File: src/rtl/rv_csr_pkg.sv
// Shared definitions for the machine-mode CSR file: CSR addresses, write operations,
// counter half-select codes, mcountinhibit bit positions and the misa constant.
package rv_csr_pkg;

   localparam logic [11:0] CSR_MISA          = 12'h301;
   localparam logic [11:0] CSR_MCOUNTINHIBIT = 12'h320;
   localparam logic [11:0] CSR_MSCRATCH      = 12'h340;
   localparam logic [11:0] CSR_MCYCLE        = 12'hB00;
   localparam logic [11:0] CSR_MINSTRET      = 12'hB02;
   localparam logic [11:0] CSR_MHPMCOUNTER3  = 12'hB03;
   localparam logic [11:0] CSR_MCYCLEH       = 12'hB80;
   localparam logic [11:0] CSR_MINSTRETH     = 12'hB82;
   localparam logic [11:0] CSR_MHPMCOUNTER3H = 12'hB83;
   localparam logic [11:0] CSR_CYCLE         = 12'hC00;
   localparam logic [11:0] CSR_TIME          = 12'hC01;
   localparam logic [11:0] CSR_INSTRET       = 12'hC02;
   localparam logic [11:0] CSR_HPMCOUNTER3   = 12'hC03;
   localparam logic [11:0] CSR_CYCLEH        = 12'hC80;
   localparam logic [11:0] CSR_TIMEH         = 12'hC81;
   localparam logic [11:0] CSR_INSTRETH      = 12'hC82;
   localparam logic [11:0] CSR_HPMCOUNTER3H  = 12'hC83;

   typedef enum logic [1:0] {
      OP_WRITE = 2'b00,
      OP_SET   = 2'b01,
      OP_CLEAR = 2'b10
   } csr_op_t;

   typedef enum logic [1:0] {
      WR_FULL = 2'b00,
      WR_LOW  = 2'b01,
      WR_HIGH = 2'b10
   } wr_sel_t;

   localparam int INH_CY   = 0;
   localparam int INH_IR   = 2;
   localparam int INH_HPM3 = 3;
   localparam logic [31:0] INH_FIXED = 32'h0000_0005;

   // MXL field in the top two bits, extensions I, C and B
   function automatic logic [63:0] misa_value(input logic is_rv64);
      if (is_rv64) begin
         return 64'h8000_0000_0000_0106;
      end else begin
         return 64'h0000_0000_4000_0106;
      end
   endfunction

endpackage

File: src/rtl/rv_csr_counter.sv
// One 64-bit machine counter: increments by inc unless inhibited, and a software write
// (full, low half or high half) lands exactly and suppresses that cycle's increment.
module rv_csr_counter
   import rv_csr_pkg::*;
#(
   parameter int INC_W = 2
) (
   input  logic             clock,
   input  logic             reset,
   input  logic             inhibit,
   input  logic [INC_W-1:0] inc,
   input  logic             wr_en,
   input  logic [1:0]       wr_sel,
   input  logic [63:0]      wr_data,
   output logic [63:0]      value
);

   // counter register: write has priority over increment
   always_ff @(posedge clock or posedge reset) begin
      if (reset) begin
         value <= 64'h0;
      end else if (wr_en) begin
         case (wr_sel)
            WR_FULL: value <= wr_data;
            WR_LOW:  value <= {value[63:32], wr_data[31:0]};
            WR_HIGH: value <= {wr_data[63:32], value[31:0]};
            default: value <= value;
         endcase
      end else if (!inhibit) begin
         value <= value + {{(64-INC_W){1'b0}}, inc};
      end else begin
         value <= value;
      end
   end

endmodule

File: src/rtl/rv_csr_file.sv
// Machine-mode CSR file: counters, mcountinhibit, mscratch and misa with CSRRW/S/C
// write semantics; reads and illegal-access detection are combinational.
module rv_csr_file
   import rv_csr_pkg::*;
#(
   parameter int rv64       = 1,
   parameter int num_hpm    = 4,
   parameter int max_retire = 2,
   localparam int XLEN  = (rv64 != 0) ? 64 : 32,
   localparam int RC_W  = $clog2(max_retire + 1),
   localparam int HPM_W = (num_hpm > 0) ? num_hpm : 1
) (
   input  logic            clock,
   input  logic            reset,
   input  logic [63:0]     time_,
   input  logic [11:0]     csr,
   input  logic            load,
   input  logic            store,
   input  logic [1:0]      op,
   input  logic [XLEN-1:0] store_value,
   input  logic [RC_W-1:0] retire_count,
   input  logic [HPM_W-1:0] hpm_event,
   output logic            sigill,
   output logic [XLEN-1:0] load_value
);

   localparam logic [63:0] MISA = misa_value(rv64 != 0);
   localparam logic [31:0] INH_MASK = INH_FIXED | (((32'h1 << num_hpm) - 32'h1) << INH_HPM3);

   logic [63:0]     cnt_s [32];
   logic [31:0]     inh_r;
   logic [XLEN-1:0] scratch_r;
   logic [4:0]      idx_s;
   logic            misa_hit_s, inh_hit_s, scr_hit_s, cnt_hit_s, time_hit_s, hi_s;
   logic            legal_s, sigill_s, wr_ok_s;
   logic [63:0]     src64_s, rd64_s, wr64_s;
   logic [XLEN-1:0] old_s, new_s;
   wr_sel_t         wr_sel_s;

   // address decode; counter index 0 = cycle, 1 = instret, 2+i = hpm(3+i)
   always_comb begin
      misa_hit_s = (csr == CSR_MISA);
      inh_hit_s  = (csr == CSR_MCOUNTINHIBIT);
      scr_hit_s  = (csr == CSR_MSCRATCH);
      cnt_hit_s  = 1'b0;
      time_hit_s = 1'b0;
      idx_s      = 5'd0;
      hi_s       = csr[7];
      if ((csr[11:8] == CSR_MCYCLE[11:8] || csr[11:8] == CSR_CYCLE[11:8]) &&
          csr[6:5] == 2'b00 && (!csr[7] || rv64 == 0)) begin
         if (csr[4:0] == 5'd0) begin
            cnt_hit_s = 1'b1;
            idx_s     = 5'd0;
         end else if (csr[4:0] == 5'd1) begin
            time_hit_s = (csr[11:8] == CSR_TIME[11:8]);
         end else if (csr[4:0] == 5'd2) begin
            cnt_hit_s = 1'b1;
            idx_s     = 5'd1;
         end else if (int'(csr[4:0]) < 3 + num_hpm) begin
            cnt_hit_s = 1'b1;
            idx_s     = csr[4:0] - 5'd1;
         end else begin
            cnt_hit_s = 1'b0;
         end
      end else begin
         cnt_hit_s = 1'b0;
      end
   end

   // read mux, legality and write-data computation from the old value
   always_comb begin
      if (time_hit_s) begin
         src64_s = time_;
      end else begin
         src64_s = cnt_s[idx_s];
      end
      rd64_s = 64'h0;
      if (misa_hit_s) begin
         rd64_s = MISA;
      end else if (inh_hit_s) begin
         rd64_s = {32'h0, inh_r};
      end else if (scr_hit_s) begin
         rd64_s[XLEN-1:0] = scratch_r;
      end else if (cnt_hit_s || time_hit_s) begin
         rd64_s = hi_s ? {32'h0, src64_s[63:32]} : src64_s;
      end else begin
         rd64_s = 64'h0;
      end
      legal_s  = misa_hit_s | inh_hit_s | scr_hit_s | cnt_hit_s | time_hit_s;
      sigill_s = (load | store) &&
                 (!legal_s || (store && csr[11:10] == 2'b11) || (store && op == 2'b11));
      wr_ok_s  = store && !sigill_s;
      old_s    = rd64_s[XLEN-1:0];
      case (csr_op_t'(op))
         OP_WRITE: new_s = store_value;
         OP_SET:   new_s = old_s | store_value;
         OP_CLEAR: new_s = old_s & ~store_value;
         default:  new_s = old_s;
      endcase
      // RV32 half writes see the operand in both halves; the counter picks one
      wr64_s = {(64/XLEN){new_s}};
      if (rv64 != 0) begin
         wr_sel_s = WR_FULL;
      end else if (hi_s) begin
         wr_sel_s = WR_HIGH;
      end else begin
         wr_sel_s = WR_LOW;
      end
   end

   assign sigill     = sigill_s;
   assign load_value = load ? rd64_s[XLEN-1:0] : 'x;

   // mscratch and mcountinhibit; inhibit change applies from the following cycle
   always_ff @(posedge clock or posedge reset) begin
      if (reset) begin
         scratch_r <= '0;
         inh_r     <= 32'h0;
      end else begin
         if (wr_ok_s && scr_hit_s) begin
            scratch_r <= new_s;
         end else begin
            scratch_r <= scratch_r;
         end
         if (wr_ok_s && inh_hit_s) begin
            inh_r <= new_s[31:0] & INH_MASK;
         end else begin
            inh_r <= inh_r;
         end
      end
   end

   for (genvar k = 0; k < 32; k++) begin : g_cnt
      if (k < num_hpm + 2) begin : g_on
         logic [RC_W-1:0] inc_s;
         if (k == 0) begin : g_cy
            assign inc_s = RC_W'(1'b1);
         end else if (k == 1) begin : g_ir
            assign inc_s = retire_count;
         end else begin : g_hpm
            assign inc_s = RC_W'(hpm_event[k-2]);
         end
         rv_csr_counter #(.INC_W(RC_W)) u_counter (
            .clock   (clock),
            .reset   (reset),
            .inhibit (inh_r[(k == 0) ? INH_CY : (k == 1) ? INH_IR : INH_HPM3 + k - 2]),
            .inc     (inc_s),
            .wr_en   (wr_ok_s && cnt_hit_s && (idx_s == 5'(k))),
            .wr_sel  (wr_sel_s),
            .wr_data (wr64_s),
            .value   (cnt_s[k])
         );
      end else begin : g_off
         assign cnt_s[k] = 64'h0;
      end
   end

endmodule
File: config.mk
export PLATFORM = sky130hd
export DESIGN_NAME = rv_csr_file
export DESIGN_NICKNAME = d
export VERILOG_FILES = /design/src/rtl/rv_csr_pkg.sv /design/src/rtl/rv_csr_counter.sv /design/src/rtl/rv_csr_file.sv
export SDC_FILE = /design/constraint.sdc
export NUM_CORES = 2
export LEC_CHECK = 0
export BUFFER_PORTS_ARGS = -buffer_cell sky130_fd_sc_hd__buf_2
export CAP_MARGIN = 20
export CORE_MARGIN = 2
export CORE_UTILIZATION = 62
export CTS_CLUSTER_SIZE = 14
export DETAILED_ROUTE_END_ITERATION = 6
export PLACE_DENSITY = 0.83
export SETUP_SLACK_MARGIN = 0.4
export SLEW_MARGIN = 20
export SYNTH_ARGS = -nofsm -noshare
export SYNTH_HDL_FRONTEND = slang
export SYNTH_SLANG_ARGS = --single-unit
File: constraint.sdc
create_clock -name clock -period 16.15 [get_ports clock]
set_input_delay 1.615 -clock clock [delete_from_list [all_inputs] [get_ports clock]]
set_output_delay 1.615 -clock clock [all_outputs]
set_load 0.02 [all_outputs]
# [After elaboration in Yosys (flattened, before gate mapping)]
# Cells that the tools add are included.
[totals] regBits=454 inputBits=152 output_inout_bits=65
[op_classes] n_addsub=7 n_lt_le_gt_ge=2 eq_ne=22 muxes=36 bitwise=9 reduce_logical=26
[ops] cell="$mux W64" count=21
[ops] cell="$bmux W64 S5" count=1
[ops] cell="$add A64 B1 Y64" count=4
[ops] cell="$pmux W64 S3" count=1
[ops] cell="$add A64 B1 Y64 const B" count=1
[ops] cell="$add A64 B2 Y64" count=1
[ops] cell="$and A64 B64 Y64" count=1
[ops] cell="$not A64 Y64" count=1
[ops] cell="$or A64 B64 Y64" count=1
[ops] cell="$eq A12 B10 Y1 const B" count=3
[ops] cell="$mux W5" count=5
[ops] cell="$eq A5 B2 Y1 const B" count=3
[ops] cell="$logic_and A1 B1 Y1" count=15
[ops] cell="$ne A2 B1 Y1 const B" count=6
[ops] cell="$eq A5 B1 Y1 const B" count=2
[ops] cell="$eq A5 B3 Y1 const B" count=2
[ops] cell="$logic_not A5 Y1" count=2
[ops] cell="$eq A4 B4 Y1 const B" count=2
[ops] cell="$mux W1" count=8
[ops] cell="$eq A2 B2 Y1 const B" count=3
[ops] cell="$ge A6 B6 Y1 const B" count=1
[ops] cell="$not A5 Y6" count=1
[ops] cell="$lt A5 B3 Y1 const B" count=1
[ops] cell="$or A1 B1 Y1" count=5
[ops] cell="other kinds (5)" count=11

# [Logic depth before layout (Yosys ltp)]
[depth] ltp_word=19 depth_mapped=14 ltp_nobuf=11

# [Cells and area by module]
# Synthesis repeated with hierarchy kept, for this count alone.
[unflattened] cells_unflattened=4500 area_unflattened_um2=34780.9
[by_module_without_submodules] mod="rv_csr_counter" instances=6 cells_each=540 area_per_inst_um2=4304.1
[by_module_without_submodules] mod="rv_csr_file" instances=1 cells_each=1260 area_per_inst_um2=8956.1

# [Worst setup path after synthesis]
# OpenSTA, ideal clock, no wires.
[synth_path] path_kind="input to output" from="input csr[0]" to="output load_value[0]" arrival_time_ns=4.115 slack_ns=10.420 stages=12 path_cell_list="inv_1 ha_1 buf_2 nor2_1 o221ai_2 a21o_1 buf_2 buf_2 nand3_1 o311a_1 a21o_1 a221oi_1"
[synth_via] elab_chain_cells=17 word_cells_on_any_way=33 cone_classes="1 x add/sub; 1 x order compare; 5 x eq/ne; 23 x mux; 1 x bitwise; 2 x reduce/logical"
[synth_lines] element="start: declaration" line_no="rv_csr_file.sv:16" text="input logic [11:0] csr,"
[synth_lines] element="$sub A5 B1 Y5 / $lt A5 B3 Y1 (equally long branches)" line_no="rv_csr_file.sv:61, rv_csr_file.sv:59"
[synth_lines] element="$mux W5" line_no="rv_csr_file.sv:59" text="end else if (int'(csr[4:0]) < 3 + num_hpm) begin"
[synth_lines] element="$mux W5" line_no="rv_csr_file.sv:56" text="end else if (csr[4:0] == 5'd2) begin"
[synth_lines] element="$mux W5" line_no="rv_csr_file.sv:54" text="end else if (csr[4:0] == 5'd1) begin"
[synth_lines] element="$mux W5" line_no="rv_csr_file.sv:51" text="if (csr[4:0] == 5'd0) begin"
[synth_lines] element="$mux W5" line_no="rv_csr_file.sv:49" text="if ((csr[11:8] == CSR_MCYCLE[11:8] || csr[11:8] == CSR_CYCLE[11:8]) &&"
[synth_lines] element="$not A5 Y6 (implied by the code)" line_no="rv_csr_file.sv:75" text="src64_s = cnt_s[idx_s];"
[synth_lines] element="$bmux W64 S5" line_no="rv_csr_file.sv:75"
[synth_lines] element="$mux W64 (implied by the code) (2 in a row)" line_no="rv_csr_file.sv:75"
[synth_lines] element="$mux W64" line_no="rv_csr_file.sv:72" text="if (time_hit_s) begin"
[synth_lines] element="$mux W64" line_no="rv_csr_file.sv:85" text="rd64_s = hi_s ? {32'h0, src64_s[63:32]} : src64_s;"
[synth_lines] element="$mux W64" line_no="rv_csr_file.sv:84" text="end else if (cnt_hit_s || time_hit_s) begin"
[synth_lines] element="$mux W64" line_no="rv_csr_file.sv:82" text="end else if (scr_hit_s) begin"
[synth_lines] element="$mux W64" line_no="rv_csr_file.sv:80" text="end else if (inh_hit_s) begin"
[synth_lines] element="$mux W64 *" line_no="rv_csr_file.sv:78" text="if (misa_hit_s) begin"
[synth_lines] element="$mux W64 *" line_no="rv_csr_file.sv:112" text="assign load_value = load ? rd64_s[XLEN-1:0] : 'x;"
[synth_lines] element="end: declaration" line_no="rv_csr_file.sv:24" text="output logic [XLEN-1:0] load_value"
# Mark *: on every way between the ends. The rest lies on a longest branch, timed or not. The select of a mux whose other input is x is not followed.

# [Worst setup path after layout]
[layout_path] from="input csr[0]" to="output load_value[47]"
# The elaborated chain is that of the path after synthesis.

==> results_tabular.tex <==
\begin{tabular}{lr}
\hline
Metric & Value \\
\hline
\multicolumn{2}{l}{\textbf{Worst setup path}} \\
Largest fanout on the critical path & 60 \\
Path type of the worst setup path & input port to output port \\
Critical Path End Type & output port \\
Launching element of the worst setup path & csr[0] \\
Worst reg2reg startpoint & inh\_r[2] \\
Data arrival, critical path & 5.89 ns \\
Endpoint required time on the critical path & 14.53 ns \\
CP startpoint kind & input port \\
\multicolumn{2}{l}{\textbf{Pwr}} \\
Gate power share & 12.7\% \\
Internal & 2.00 mW \\
Reg power frac & 45.8\% \\
Leak pwr & 13.7 nW \\
Switching part of the total & 28.5\% \\
Highest ir drop seen on vdd & between 0.08 and 0.09 mV \\
Share of total power in the clock network & about two fifths \\
Power density cells & 84.4 nW/µm² \\
NetSw & 801 µW \\
Power after layout & 2.81 mW \\
\multicolumn{2}{l}{\textbf{Yosys}} \\
Proportion of synthesized flip-flops having asynchronous set or reset & 100\% \\
Cell count after synthesis & 3657 \\
Main synth FF type & sky130\_fd\_sc\_hd\_\_dfrtp\_1 \\
Synthesized netlist net count & 3825 \\
Fraction of the yosys area taken by sequential cells & a little under two fifths \\
Count of warnings emitted by yosys & 0 \\
Number of synthesized register bits & roughly 450 \\
Area share of the leading cell type in the synthesized netlist & 37.5\% \\
Number of distinct library cells after synthesis & between 80 and 90 \\
Syn Area/Cell & 8.27 µm² \\
Post-synth top cells & sky130\_fd\_sc\_hd\_\_nand2\_1, sky130\_fd\_sc\_hd\_\_dfrtp\_1, sky130\_fd\_sc\_hd\_\_o21ai\_0, sky130\_fd\_sc\_hd\_\_nor2\_1, sky130\_fd\_sc\_hd\_\_xnor2\_1 \\
Leading post-synthesis cells by cell area & sky130\_fd\_sc\_hd\_\_dfrtp\_1, sky130\_fd\_sc\_hd\_\_nand2\_1, sky130\_fd\_sc\_hd\_\_xnor2\_1 \\
Most common cell in the netlist & sky130\_fd\_sc\_hd\_\_nand2\_1 \\
Area of the mapped netlist & about 30000 µm² \\
Number of synthesized flops with an enable pin & 0 \\
Area leader, netlist & sky130\_fd\_sc\_hd\_\_dfrtp\_1 \\
\multicolumn{2}{l}{\textbf{CTS}} \\
Number of resized instances in the post-cts repair step & 0 \\
Number of clock sinks & 454 \\
Cts-stage hold buffer count & 0 \\
Cell chosen for the clock root & sky130\_fd\_sc\_hd\_\_clkbuf\_16 \\
Clock slew at the register clock pins of the worst setup and hold paths & $\sim$0.060 ns \\
Buffer count from post-CTS setup fixing & 0 \\
Worst-case clock buffer depth & 3 \\
Clock latency on the worst-skew pair & between 0.6 and 0.7 ns \\
TritonCTS buffer count & 50 \\
H-Tree Depth & 2 \\
CTS tree & done \\
\multicolumn{2}{l}{\textbf{Placement}} \\
Placed cells & 4313 \\
Gp weighted congestion & roughly 1.0 \\
Count of input and output buffers & 216 \\
Detail Placement HPWL & 82400 µm \\
Area after DPL & 31600 µm² \\
\multicolumn{2}{l}{\textbf{Die}} \\
Number of rows created at floorplan & 80 \\
Die X & 225 µm \\
Count of pins on the block boundary & $\sim$220 \\
Area of the die & 50600 µm² \\
Initial Util & 63.1\% \\
Floorplan core area & roughly 48000 µm² \\
Overall die height & 225 µm \\
\multicolumn{2}{l}{\textbf{Layout}} \\
Number of non-filler instances in the completed layout & 4402 \\
\# nets final & 3918 \\
Area used by sequential logic in the layout & 11400 µm² \\
Final standard cell area without fillers & 33300 µm² \\
Area taken by multi-input logic gates & 17900 µm² \\
Share of cells above drive strength 1 & 12.9\% \\
Area Growth Syn to Fin & 9.92\% \\
Fill cell total of the finished layout & 3910 \\
\multicolumn{2}{l}{\textbf{Route}} \\
Routed wire length per instance & 26.8 µm \\
Detailed-route vias per instance & $\sim$7 \\
Remaining number of nets flagged by the antenna check after routing & 0 \\
Detailed-route wire length & 118000 µm \\
Via Count & between 30000 and 40000 \\
Violation count after the first detailed-routing iteration & approximately 5000 \\
Number of detailed-routing iterations run before antenna repair & 7 \\
Number of remaining DRC errors & 0 \\
\multicolumn{2}{l}{\textbf{Timing}} \\
Worst-margin pin slew & 1.21 ns \\
Final critical-path required period & roughly 7.5 ns \\
Clk\_skew & 0.0301 ns \\
Number of failing hold endpoints at the final stage & 0 \\
Unrepaired setup endpoints after global routing & no \\
Headroom to the max-slew limit & 18.8\% \\
Final worst-path cycle share & 46.5\% \\
Number of setup violations in the final report & 0 \\
Sum Neg Setup Slack & 0 ns \\
Fmax & $\sim$130 MHz \\
Worst Hold Margin & 0.480 ns \\
Number of max-slew violations in the final report & 0 \\
\multicolumn{2}{l}{\textbf{Global route}} \\
Wire length of the first global-routing pass & around 180000 µm \\
Number of global-route vias before repair & $\sim$29000 \\
Initial antenna violation count & 4 \\
Overall overflow remaining after global route & 0 \\
Maximum number of pins on one net before global-route repair & 116 \\
Global routing usage summed across all routing layers & 46.3\% \\
\multicolumn{2}{l}{\textbf{Run}} \\
Maxcap violations & 0 \\
\multicolumn{2}{l}{\textbf{Worst hold path}} \\
Class of the most critical hold timing path & register to register \\
Min-Delay Startpoint & scratch\_r[52] \\
\multicolumn{2}{l}{\textbf{Status}} \\
Outcome & finished clean \\
\hline
\end{tabular}
[per-stage QoR]
| stage | setup slack, ns | utilization [%] |
|---|---|---|
| floorplan | 1.88 | - |
| global placement | 8.93 | 66.0 |
| detailed placement | 8.86 | 66.0 |
| CTS | 8.85 | 69.3 |
| global route | 8.61 | 69.4 |
| finish | 8.65 | 69.4 |
[cell usage in the layout, fill, tap and decap left out, types with 39 or more instances in the layout]
master	n
sky130_fd_sc_hd__nor2_1	258
sky130_fd_sc_hd__o21bai_1	50
sky130_fd_sc_hd__o21ai_1	55
sky130_fd_sc_hd__a22oi_2	43
sky130_fd_sc_hd__nand3_1	170
sky130_fd_sc_hd__a21oi_1	171
sky130_fd_sc_hd__dfrtp_1	454
sky130_fd_sc_hd__buf_4	56
sky130_fd_sc_hd__nand4_1	106
sky130_fd_sc_hd__xor2_1	113
sky130_fd_sc_hd__o22a_1	39
sky130_fd_sc_hd__a22oi_1	94
sky130_fd_sc_hd__a31oi_1	58
sky130_fd_sc_hd__o21ai_0	323
sky130_fd_sc_hd__nor3_1	48
sky130_fd_sc_hd__and3_1	76
sky130_fd_sc_hd__buf_2	216
sky130_fd_sc_hd__and4_1	45
sky130_fd_sc_hd__clkbuf_16	51
sky130_fd_sc_hd__a22o_1	63
sky130_fd_sc_hd__xnor2_1	260
sky130_fd_sc_hd__nand2_1	616
[kinds of logic after synthesis]
family                   Yosys count  share of synthesized area, %
multiplexers                      28                         0.976
buffers and inverters            270                          3.78
AO/OA/AOI/OAI                   1036                          22.7
XOR/XNOR                         373                          10.8
AND/OR/NAND/NOR                 1480                          23.5
flip-flops                       454                          37.5
adder cells (fa/ha/maj)           16                         0.686
[per-layer routing]
layer | vias to the layer above | global-route usage [%] | wire [µm]
met5 | - | 1.27 | 112
met4 | 8 | 22.3 | 6690
met3 | 504 | 18.9 | 20100
met2 | 2650 | 63.9 | 46900
met1 | 14811 | 62.7 | 44100
li1 | 13347 | - | -
[critical path: stages]
cell and delay [ns]:
sky130_fd_sc_hd__buf_2 0.14, sky130_fd_sc_hd__inv_1 0.14, sky130_fd_sc_hd__ha_1 0.40, sky130_fd_sc_hd__nor3_1 0.17, sky130_fd_sc_hd__o211ai_1 0.22, sky130_fd_sc_hd__buf_4 0.70, sky130_fd_sc_hd__a21o_4 0.49, sky130_fd_sc_hd__buf_4 0.71
sky130_fd_sc_hd__a22oi_1 0.22, sky130_fd_sc_hd__nor2_1 0.19, sky130_fd_sc_hd__nor2_1 0.06, sky130_fd_sc_hd__o21ai_0 0.48, sky130_fd_sc_hd__buf_2 0.27
[power by group through the flow]
| stage | sequential [mW] | combinational [mW] | clock (mW) |
|---|---|---|---|
| after CTS | 1.28 | 0.348 | 1.16 |
| after global placement | 1.30 | 0.329 | 0 |
| after floorplan | 1.27 | 0.245 | 0 |
| after detailed placement | 1.30 | 0.343 | 0 |
| after global routing | 1.29 | 0.392 | 1.21 |
| final | 1.28 | 0.357 | 1.16 |
[path summary, 6_finish.rpt]
kind	endpoint	slack, ns	cells past startpoint
max	load_value[47]	8.65	13
min	scratch_r[52]	0.48	2
max reg2reg	g_cnt[1].g_on.u_counter.value[63]	12.49	7
min reg2reg	scratch_r[52]	0.48	2
max in group asynchronous	g_cnt[4].g_on.u_counter.value[40]	12.65	4
min in group asynchronous	scratch_r[14]	1.12	2
[flip-flops by register name, indices dropped and copies added (netlist names)]
register	flops
g_cnt.g_on.u_counter.value	384
scratch_r	64
inh_r	6
[layout make-up]
cell class | instances | share of cell area, %
Sequential cell | 454 | 34.2
Tap cell | 615 | 2.31
Multi-Input combinational cell | 2933 | 53.7
Clock inverter | 13 | 0.448
Timing Repair Buffer | 272 | 4.51
Inverter | 39 | 0.470
Antenna cell | 1 | 0.00752
Clock buffer | 75 | 4.38
(Power assumes the default switching activity.)
